[src/rtl/de_delay_ctrl_if.sv]
// Sync, host-configuration and result signals of the DE line-delay controller.
// The irq member exists only when DE_DELAY_CTRL_IRQ_EN is defined.
interface de_delay_ctrl_if #(
  parameter int unsigned ROW_W = 11,
  parameter int unsigned COL_W = 12
);
  logic             vs_in;
  logic             hs_in;
  logic             de_in;
  logic             cfg_enable;
  logic             cfg_wr;
  logic [ROW_W-1:0] cfg_delay_num;
  logic [ROW_W-1:0] row_size_o;
  logic [COL_W-1:0] col_size_o;
  logic [ROW_W-1:0] delay_num_o;
  logic             locked;
  logic             fmt_err;
  logic             cfg_pending;
`ifdef DE_DELAY_CTRL_IRQ_EN
  logic             irq;
`endif

  modport master (
    output vs_in, hs_in, de_in, cfg_enable, cfg_wr, cfg_delay_num,
    input  row_size_o, col_size_o, delay_num_o, locked, fmt_err, cfg_pending
`ifdef DE_DELAY_CTRL_IRQ_EN
    , input irq
`endif
  );

  modport slave (
    input  vs_in, hs_in, de_in, cfg_enable, cfg_wr, cfg_delay_num,
    output row_size_o, col_size_o, delay_num_o, locked, fmt_err, cfg_pending
`ifdef DE_DELAY_CTRL_IRQ_EN
    , output irq
`endif
  );
endinterface

[src/rtl/de_delay_ctrl.sv]
// Measures frame geometry from vs/de, qualifies it over LOCK_FRAMES frames and applies the
// host delay at frame boundaries. Define DE_DELAY_CTRL_IRQ_EN to add the irq pulse output.
module de_delay_ctrl #(
  parameter int unsigned ROW_W       = 11,
  parameter int unsigned COL_W       = 12,
  parameter int unsigned MAX_DELAY   = 16,
  parameter int unsigned LOCK_FRAMES = 2
) (
  input logic            clk,
  input logic            rst_b,
  de_delay_ctrl_if.slave bus
);

  localparam int unsigned      MatchW   = $clog2(LOCK_FRAMES + 1);
  localparam logic [ROW_W-1:0] RowMax   = '1;
  localparam logic [COL_W-1:0] ColMax   = '1;
  localparam logic [ROW_W-1:0] MaxDelay = ROW_W'(MAX_DELAY);
  localparam logic [MatchW-1:0] LockCnt = MatchW'(LOCK_FRAMES);

  typedef enum logic [2:0] {StIdle, StAcquire, StMeasure, StLocked, StError} state_e;

  state_e            state_q, state_d;
  logic              vs_d_q, de_d_q;
  logic [ROW_W-1:0]  rows_q, rows_d;
  logic [COL_W-1:0]  cols_q, cols_d;
  logic [COL_W-1:0]  cur_w_q, cur_w_d;
  logic              bad_q, bad_d;
  logic [MatchW-1:0] match_q, match_d, match_upd;
  logic [ROW_W-1:0]  prev_rows_q, prev_rows_d;
  logic [COL_W-1:0]  prev_cols_q, prev_cols_d;
  logic [ROW_W-1:0]  shadow_q, shadow_d;
  logic              pending_q, pending_d;
  logic [ROW_W-1:0]  row_size_q, row_size_d;
  logic [COL_W-1:0]  col_size_q, col_size_d;
  logic [ROW_W-1:0]  delay_q, delay_d;
  logic              locked_q, locked_d;
  logic              fmt_err_q, fmt_err_d;
  logic              apply;
  logic [ROW_W-1:0]  lim, apply_val;

  logic vs_rise, vs_fall, de_v, de_rise, line_end, frm_good;

  assign vs_rise  = bus.vs_in & ~vs_d_q;
  assign vs_fall  = ~bus.vs_in & vs_d_q;
  // de only counts inside the active frame, so a line open at vs_fall is closed there.
  assign de_v     = bus.de_in & bus.vs_in;
  assign de_rise  = de_v & ~de_d_q;
  assign line_end = ~de_v & de_d_q;

  always_comb begin
    rows_d  = rows_q;
    cols_d  = cols_q;
    cur_w_d = cur_w_q;
    bad_d   = bad_q;
    if (vs_rise) begin
      rows_d  = '0;
      cols_d  = '0;
      cur_w_d = '0;
      bad_d   = 1'b0;
    end
    if (de_rise) begin
      if (rows_d == RowMax) bad_d = 1'b1;
      else                  rows_d = rows_d + ROW_W'(1);
      cur_w_d = COL_W'(1);
    end else if (de_v) begin
      if (cur_w_d == ColMax) bad_d = 1'b1;
      else                   cur_w_d = cur_w_d + COL_W'(1);
    end
    if (line_end) begin
      if (rows_q == ROW_W'(1))   cols_d = cur_w_q;
      else if (cur_w_q != cols_q) bad_d = 1'b1;
    end
  end

  assign frm_good = ~bad_d & (rows_d != '0);

  always_comb begin
    if (!frm_good) begin
      match_upd = '0;
    end else if (rows_d == prev_rows_q && cols_d == prev_cols_q) begin
      match_upd = (match_q == LockCnt) ? match_q : match_q + MatchW'(1);
    end else begin
      match_upd = MatchW'(1);
    end
  end

  // Applied delay is clamped to the line count of the frame being locked.
  always_comb begin
    lim = rows_d - ROW_W'(1);
    if (MaxDelay < lim) lim = MaxDelay;
    apply_val = (shadow_q < lim) ? shadow_q : lim;
  end

  always_comb begin
    state_d     = state_q;
    match_d     = match_q;
    prev_rows_d = prev_rows_q;
    prev_cols_d = prev_cols_q;
    row_size_d  = row_size_q;
    col_size_d  = col_size_q;
    fmt_err_d   = 1'b0;
    apply       = 1'b0;
    unique case (state_q)
      StIdle, StAcquire: begin
        match_d     = '0;
        prev_rows_d = '0;
        prev_cols_d = '0;
        if (state_q == StIdle) begin
          if (bus.cfg_enable) state_d = StAcquire;
        end else if (vs_rise) begin
          state_d = StMeasure;
        end
      end
      StMeasure: begin
        if (vs_fall) begin
          match_d = match_upd;
          if (!frm_good) begin
            fmt_err_d = 1'b1;
          end else begin
            prev_rows_d = rows_d;
            prev_cols_d = cols_d;
            if (match_upd == LockCnt) begin
              state_d    = StLocked;
              row_size_d = rows_d;
              col_size_d = cols_d;
              apply      = 1'b1;
            end
          end
        end
      end
      StLocked: begin
        if (vs_fall) begin
          match_d = match_upd;
          if (frm_good) begin
            prev_rows_d = rows_d;
            prev_cols_d = cols_d;
          end
          if (!frm_good || rows_d != row_size_q || cols_d != col_size_q) begin
            state_d   = StError;
            fmt_err_d = 1'b1;
          end else begin
            apply = 1'b1;
          end
        end
      end
      StError: begin
        if (vs_rise) begin
          state_d = StMeasure;
          match_d = '0;
        end
      end
      default: state_d = StIdle;
    endcase
    if (!bus.cfg_enable) begin
      state_d    = StIdle;
      fmt_err_d  = 1'b0;
      apply      = 1'b0;
      row_size_d = row_size_q;
      col_size_d = col_size_q;
    end
  end

  always_comb begin
    locked_d = (state_d == StLocked);
    if (!locked_d)  delay_d = '0;
    else if (apply) delay_d = apply_val;
    else            delay_d = delay_q;
    shadow_d  = bus.cfg_wr ? bus.cfg_delay_num : shadow_q;
    // A write in the apply cycle keeps its value pending for the next boundary.
    pending_d = bus.cfg_wr ? 1'b1 : (apply ? 1'b0 : pending_q);
  end

  always_ff @(posedge clk or negedge rst_b) begin
    if (!rst_b) begin
      state_q     <= StIdle;
      vs_d_q      <= 1'b0;
      de_d_q      <= 1'b0;
      rows_q      <= '0;
      cols_q      <= '0;
      cur_w_q     <= '0;
      bad_q       <= 1'b0;
      match_q     <= '0;
      prev_rows_q <= '0;
      prev_cols_q <= '0;
      shadow_q    <= '0;
      pending_q   <= 1'b0;
      row_size_q  <= '0;
      col_size_q  <= '0;
      delay_q     <= '0;
      locked_q    <= 1'b0;
      fmt_err_q   <= 1'b0;
    end else begin
      state_q     <= state_d;
      vs_d_q      <= bus.vs_in;
      de_d_q      <= de_v;
      rows_q      <= rows_d;
      cols_q      <= cols_d;
      cur_w_q     <= cur_w_d;
      bad_q       <= bad_d;
      match_q     <= match_d;
      prev_rows_q <= prev_rows_d;
      prev_cols_q <= prev_cols_d;
      shadow_q    <= shadow_d;
      pending_q   <= pending_d;
      row_size_q  <= row_size_d;
      col_size_q  <= col_size_d;
      delay_q     <= delay_d;
      locked_q    <= locked_d;
      fmt_err_q   <= fmt_err_d;
    end
  end

  assign bus.row_size_o  = row_size_q;
  assign bus.col_size_o  = col_size_q;
  assign bus.delay_num_o = delay_q;
  assign bus.locked      = locked_q;
  assign bus.fmt_err     = fmt_err_q;
  assign bus.cfg_pending = pending_q;

`ifdef DE_DELAY_CTRL_IRQ_EN
  logic irq_q, irq_d;

  assign irq_d = fmt_err_d | (locked_d != locked_q);

  always_ff @(posedge clk or negedge rst_b) begin
    if (!rst_b) irq_q <= 1'b0;
    else        irq_q <= irq_d;
  end

  assign bus.irq = irq_q;
`endif

endmodule
[src/flat_wrapper.sv]
// flat-port wrapper written by rule: the top's interface ports become plain ports
module de_delay_ctrl_flat 
#(
  parameter int unsigned ROW_W       = 11,
  parameter int unsigned COL_W       = 12,
  parameter int unsigned MAX_DELAY   = 16,
  parameter int unsigned LOCK_FRAMES = 2
)
  (clk, rst_b, bus_vs_in, bus_hs_in, bus_de_in, bus_cfg_enable, bus_cfg_wr, bus_cfg_delay_num, bus_row_size_o, bus_col_size_o, bus_delay_num_o, bus_locked, bus_fmt_err, bus_cfg_pending);
  de_delay_ctrl_if #(.ROW_W(ROW_W), .COL_W(COL_W)) bus_i ();
  input logic clk;
  input logic rst_b;
  input wire logic [$bits(bus_i.vs_in)-1:0] bus_vs_in;
  input wire logic [$bits(bus_i.hs_in)-1:0] bus_hs_in;
  input wire logic [$bits(bus_i.de_in)-1:0] bus_de_in;
  input wire logic [$bits(bus_i.cfg_enable)-1:0] bus_cfg_enable;
  input wire logic [$bits(bus_i.cfg_wr)-1:0] bus_cfg_wr;
  input wire logic [$bits(bus_i.cfg_delay_num)-1:0] bus_cfg_delay_num;
  output wire logic [$bits(bus_i.row_size_o)-1:0] bus_row_size_o;
  output wire logic [$bits(bus_i.col_size_o)-1:0] bus_col_size_o;
  output wire logic [$bits(bus_i.delay_num_o)-1:0] bus_delay_num_o;
  output wire logic [$bits(bus_i.locked)-1:0] bus_locked;
  output wire logic [$bits(bus_i.fmt_err)-1:0] bus_fmt_err;
  output wire logic [$bits(bus_i.cfg_pending)-1:0] bus_cfg_pending;
  assign bus_i.vs_in = bus_vs_in;
  assign bus_i.hs_in = bus_hs_in;
  assign bus_i.de_in = bus_de_in;
  assign bus_i.cfg_enable = bus_cfg_enable;
  assign bus_i.cfg_wr = bus_cfg_wr;
  assign bus_i.cfg_delay_num = bus_cfg_delay_num;
  assign bus_row_size_o = bus_i.row_size_o;
  assign bus_col_size_o = bus_i.col_size_o;
  assign bus_delay_num_o = bus_i.delay_num_o;
  assign bus_locked = bus_i.locked;
  assign bus_fmt_err = bus_i.fmt_err;
  assign bus_cfg_pending = bus_i.cfg_pending;
  de_delay_ctrl #(.ROW_W(ROW_W), .COL_W(COL_W), .MAX_DELAY(MAX_DELAY), .LOCK_FRAMES(LOCK_FRAMES)) u_core (.clk(clk), .rst_b(rst_b), .bus(bus_i));
endmodule
[config.mk]
export PLATFORM = sky130hd
export DESIGN_NAME = de_delay_ctrl_flat
export DESIGN_NICKNAME = d
export VERILOG_FILES = /design/src/rtl/de_delay_ctrl_if.sv /design/src/rtl/de_delay_ctrl.sv /design/src/flat_wrapper.sv
export SDC_FILE = /design/constraint.sdc
export NUM_CORES = 1
export LEC_CHECK = 0
export BUFFER_PORTS_ARGS = -buffer_cell sky130_fd_sc_hd__clkbuf_2
export CAP_MARGIN = 15
export CORE_ASPECT_RATIO = 1.1
export CORE_MARGIN = 10
export CORE_UTILIZATION = 50
export DETAILED_ROUTE_END_ITERATION = 6
export GPL_TIMING_DRIVEN = 0
export HOLD_SLACK_MARGIN = 0.1
export PLACE_DENSITY = 0.65
export REMOVE_ABC_BUFFERS = 1
export SYNTH_ARGS = -nofsm -noshare
export SYNTH_HDL_FRONTEND = slang
export SYNTH_SLANG_ARGS = --single-unit
export TNS_END_PERCENT = 10
[constraint.sdc]
create_clock -name clk -period 6.7 [get_ports clk]
set_input_delay 0.67 -clock clk [delete_from_list [all_inputs] [get_ports clk]]
set_output_delay 0.67 -clock clk [all_outputs]
set_load 0.05 [all_outputs]
==> summary.txt <==
Run status
  • Status: finished, final reports clean

Timing
  • Pins Over Slew Limit: 0
  • Endpoints failing hold: 0
  • Setup TNS: 0 ns
  • RSZ-0062 raised after global routing: no
  • Hold slack: 0.3560 ns
  • Tcrit/Tclk final: 0.8102
  • Final Critical Period: 5.429 ns
  • Final setup violating endpoints: 0
  • Max_slew headroom: 0.2441
  • Actual slew at the worst max-slew pin: 1.131 ns
  • Achievable Freq: 0.1842 GHz
  • Clock skew: 0.003289 ns

Finish
  • Post-Layout Cell Count: 1,028
  • Fillers: 1,284
  • Layout area overhead: 13.79%
  • Finished Cell Area: 0.008071 mm2
  • Nets: 858
  • Layout cells sized above 1: 0.1524
  • Diodes inserted: 0

Detailed routing
  • Antenna viol nets, final: 0
  • Initial DRC count: 528
  • Wire length on met2: 10.81 mm
  • Metal3 WL: 1.227 mm
  • Vias: 6,401
  • Uppermost routed layer: met4
  • Routed len/inst: 21.62 um
  • WL final: 22.22 mm
  • DRC errors left: 0
  • Via-per-instance ratio: 6.227
  • DRT met1 WL: 9.337 mm
  • DR pass1 iterations: 5

Setup path
  • Critical-path cell list: nand4b_1 > nor3_2 > nand4_1 > mux2i_2 > xor2_1 > nor3_1 > nor4bb_1 > nand3_2 > nand2b_1 > a32o_1
  • Worst Reg-to-Reg Cells: 10
  • Worst Path Buf+Inv: 0
  • Crit path depth: 10
  • Kind of critical path: flip-flop to flip-flop
  • Worst r2r src: u_core.rows_q[0]
  • Critical Path RT: 7.05 ns
  • Reg2Reg Capture Point: u_core.bus.delay_num_o[5]
  • Max stage delay on crit path: 0.93 ns
  • Crit end category: flip-flop
  • Crit path DAT: 5.78 ns
  • CP Launch Type: flip-flop
  • CP top delay family: simple AND/OR/NAND/NOR gates
  • Crit path max-delay cell type: nand3_2
  • Worst Path Max Fanout: 36
  • Reg-to-reg slack, setup: 1.27 ns

Synthesis
  • Synthesized area per cell: 8.967 um2
  • Register area share after synthesis: 0.4022
  • Asr flop ratio synth: 1.000
  • Synth Area in Compound Gates: 0.1893
  • Synthesized area: 0.007093 mm2
  • Cells after synthesis: 791
  • Synth Area in XOR/XNOR: 0.05310
  • Ys Warns: 0
  • Synth Register Bits: 114
  • Synth Flop Type: dfrtp_1
  • Simple-gate share of the synthesized area: 0.2244
  • Largest family of logic cells by synthesized area: simple AND/OR/NAND/NOR gates
  • EDFF count, synth: 0
  • Synth cell types: 84
  • Adder-Cell Fraction of Synth Area: 0.02117
  • Post-synthesis mux area share: 0.05098

CTS
  • Clk sinks: 114
  • Clock-pin slew of the registers on the worst-case setup and hold paths: 0.05 ns
  • Clock buffer depth: 2
  • Hold_buf cts: 0
  • Clk_lat worst skew: 0.42 ns
  • CTS tree: yes
  • H-tree depth: 4
  • CTS Buf Count: 17
  • Resize count post-CTS: 0
  • Clock root buffer: clkbuf_16
  • Setup Buffers After CTS: 0

Power and ir drop
  • Static Leakage: 3.648 nW
  • Sw Ratio: 0.2703
  • Clock power frac: 0.486
  • Net Switching: 0.0005084 W
  • Logic pwr share: 0.123
  • Internal: 0.001372 W
  • Peak supply drop: 0.1692 mV
  • Reg power frac: 0.391
  • PD cells: 233.0 mW/mm2

Placed design
  • GPL Wtd Cong: 0.9562
  • DP HPWL: 16.32 mm
  • Port Buffers: 53
  • Dpl cells: 996
  • Dpl cell area: 0.007473 mm2

Floorplan
  • Initial Util: 0.5121
  • Chip width: 133.6 um
  • # IOs: 55
  • Die height: 144.9 um
  • Core area: 0.01385 mm2
  • Die Area: 0.01936 mm2
  • # rows: 45

Worst hold path
  • Class of the worst hold path: input pin to async pin

Global route
  • First-pass GRT wire length: 35.51 mm
  • Largest net degree at the start of global routing: 115
  • Overall routing resource usage: 0.2296
  • Total gr overflow: 0
  • Vias in the first global route: 6,349
  • Antenna violations before repair: 0

Job
  • Number of max-cap violations: 0
## final cells by class
cell class / instances / area, um2 / area share
clock inverter: 8 / 102.6 / 0.01271
inverter: 53 / 198.9 / 0.02465
timing repair buffer: 57 / 344.1 / 0.04263
tap: 188 / 235.2 / 0.02914
clock buffer: 23 / 488.0 / 0.06046
multi-input combinational: 585 / 3850 / 0.4770
sequential: 114 / 2853 / 0.3534
## cell usage in the layout (no fill, tap or decap), drive strengths merged, types with 4 or more instances in the layout
cell     netlist  final
a2111oi        5      5
a211oi         4      4
a21o           5      5
a21oi         40     40
a22o           9      9
a31oi          8      8
a32o           6      6
and2           8      8
and4           7      7
buf           21      4
clkbuf        23     76
clkinv         0      4
conb           1      6
dfrtp        114    114
ha            12     12
inv           53     53
mux2          22     22
mux2i         11     11
nand2        100    100
nand2b        13     13
nand3         27     27
nand4         22     22
nand4b         4      4
nor2          51     51
nor2b          5      5
nor3          25     25
nor4           7      7
o2111ai        4      4
o211ai         9      9
o21ai         40     40
o22ai         13     13
o31ai         16     16
or3            8      8
or4            5      5
xnor2         29     29
xor2          14     14
## synthesized netlist by cell type, drive strengths merged, types with 3 or more instances
cell / instances / area share
or3: 8 / 0.0071
o21ai: 40 / 0.029
buf: 21 / 0.018
o2111ai: 4 / 0.0049
nor4: 7 / 0.010
nand4: 22 / 0.022
a211oi: 4 / 0.0049
nor4bb: 3 / 0.0042
nor2: 51 / 0.028
inv: 53 / 0.028
xnor2: 29 / 0.036
nor2b: 5 / 0.0044
a32o: 6 / 0.0085
xor2: 14 / 0.017
and4: 7 / 0.0090
nand3: 27 / 0.020
o211ai: 9 / 0.0095
dfrtp: 114 / 0.40
and3: 3 / 0.0028
a22o: 9 / 0.011
o41ai: 3 / 0.0037
or4: 5 / 0.0063
o31ai: 16 / 0.017
and2: 8 / 0.0071
a31oi: 8 / 0.0071
mux2: 22 / 0.035
a2111oi: 5 / 0.0090
mux2i: 11 / 0.016
clkbuf: 23 / 0.012
a21o: 5 / 0.0053
a21oi: 40 / 0.028
o22ai: 13 / 0.011
nand4b: 4 / 0.0049
nor3: 25 / 0.020
ha: 12 / 0.021
nand2b: 13 / 0.011
nand2: 100 / 0.053
o221ai: 3 / 0.0037
## per-layer routing
| layer | track usage | vias up |
|---|---|---|
| li1 | - | 2931 |
| met1 | 0.2815 | 3163 |
| met2 | 0.3710 | 243 |
| met3 | 0.05310 | 64 |
| met4 | 0.1111 | 0 |
| met5 | 0 | - |
## cell families (layout without fill, tap and decap cells)
logic type / after synthesis / in the layout
AND/OR/NAND/NOR: 298 / 298
AO/OA/AOI/OAI: 193 / 193
flip-flops: 114 / 114
buffers and inverters: 97 / 141
XOR/XNOR: 43 / 43
multiplexers: 33 / 33
adder cells (fa/ha/maj): 12 / 12
other: 1 / 6
## per-stage QoR
stage | setup WS [ns] | total power (W) | utilization
CTS | 1.283 | 0.001885 | 0.5822
floorplan | 1.925 | 0.0008848 | -
detailed placement | 1.108 | 0.0009749 | 0.5396
global route | 0.7945 | 0.001948 | 0.5827
finish | 1.271 | 0.001881 | 0.5827
global placement | 0.1397 | 0.0009653 | 0.5341
## state kept, by name, indices dropped and copies added, names as in the netlist, 11 cells and up
register and count:
u_core.rows_q 11, u_core.bus.row_size_o 11, u_core.bus.delay_num_o 11, u_core.prev_rows_q 11, u_core.cols_q 12, u_core.prev_cols_q 12
u_core.bus.col_size_o 12, u_core.shadow_q 11, u_core.cur_w_q 12
## how the worst max path moves through the flow
stage	startpoint	slack, ns	endpoint
finish	u_core.rows_q[0]	1.27	u_core.bus.delay_num_o[5]
global route	u_core.rows_q[0]	0.79	u_core.bus.delay_num_o[5]
CTS	u_core.rows_q[0]	1.28	u_core.bus.delay_num_o[5]
detailed placement	bus_vs_in	1.11	u_core.bus.delay_num_o[10]
global placement	bus_vs_in	0.14	u_core.bus.delay_num_o[9]
floorplan	bus_vs_in	1.93	u_core.bus.delay_num_o[0]
## power groups by stage
stage	sequential, W	clock, W	combinational, W
CTS	0.000733	0.000921	0.000231
global placement	0.000745	0	0.000221
floorplan	0.000736	0	0.000148
finish	0.000734	0.000914	0.000232
detailed placement	0.000745	0	0.000230
global route	0.000736	0.000955	0.000256
## worst reg2reg max path: stages, from the launching register on
cell	delay [ns]
dfrtp_1	0.62
nand4b_1	0.40
nor3_2	0.58
nand4_1	0.21
mux2i_2	0.41
xor2_1	0.15
nor3_1	0.27
nor4bb_1	0.77
nand3_2	0.93
nand2b_1	0.77
a32o_1	0.26
Power figures use the tool's default switching activity.
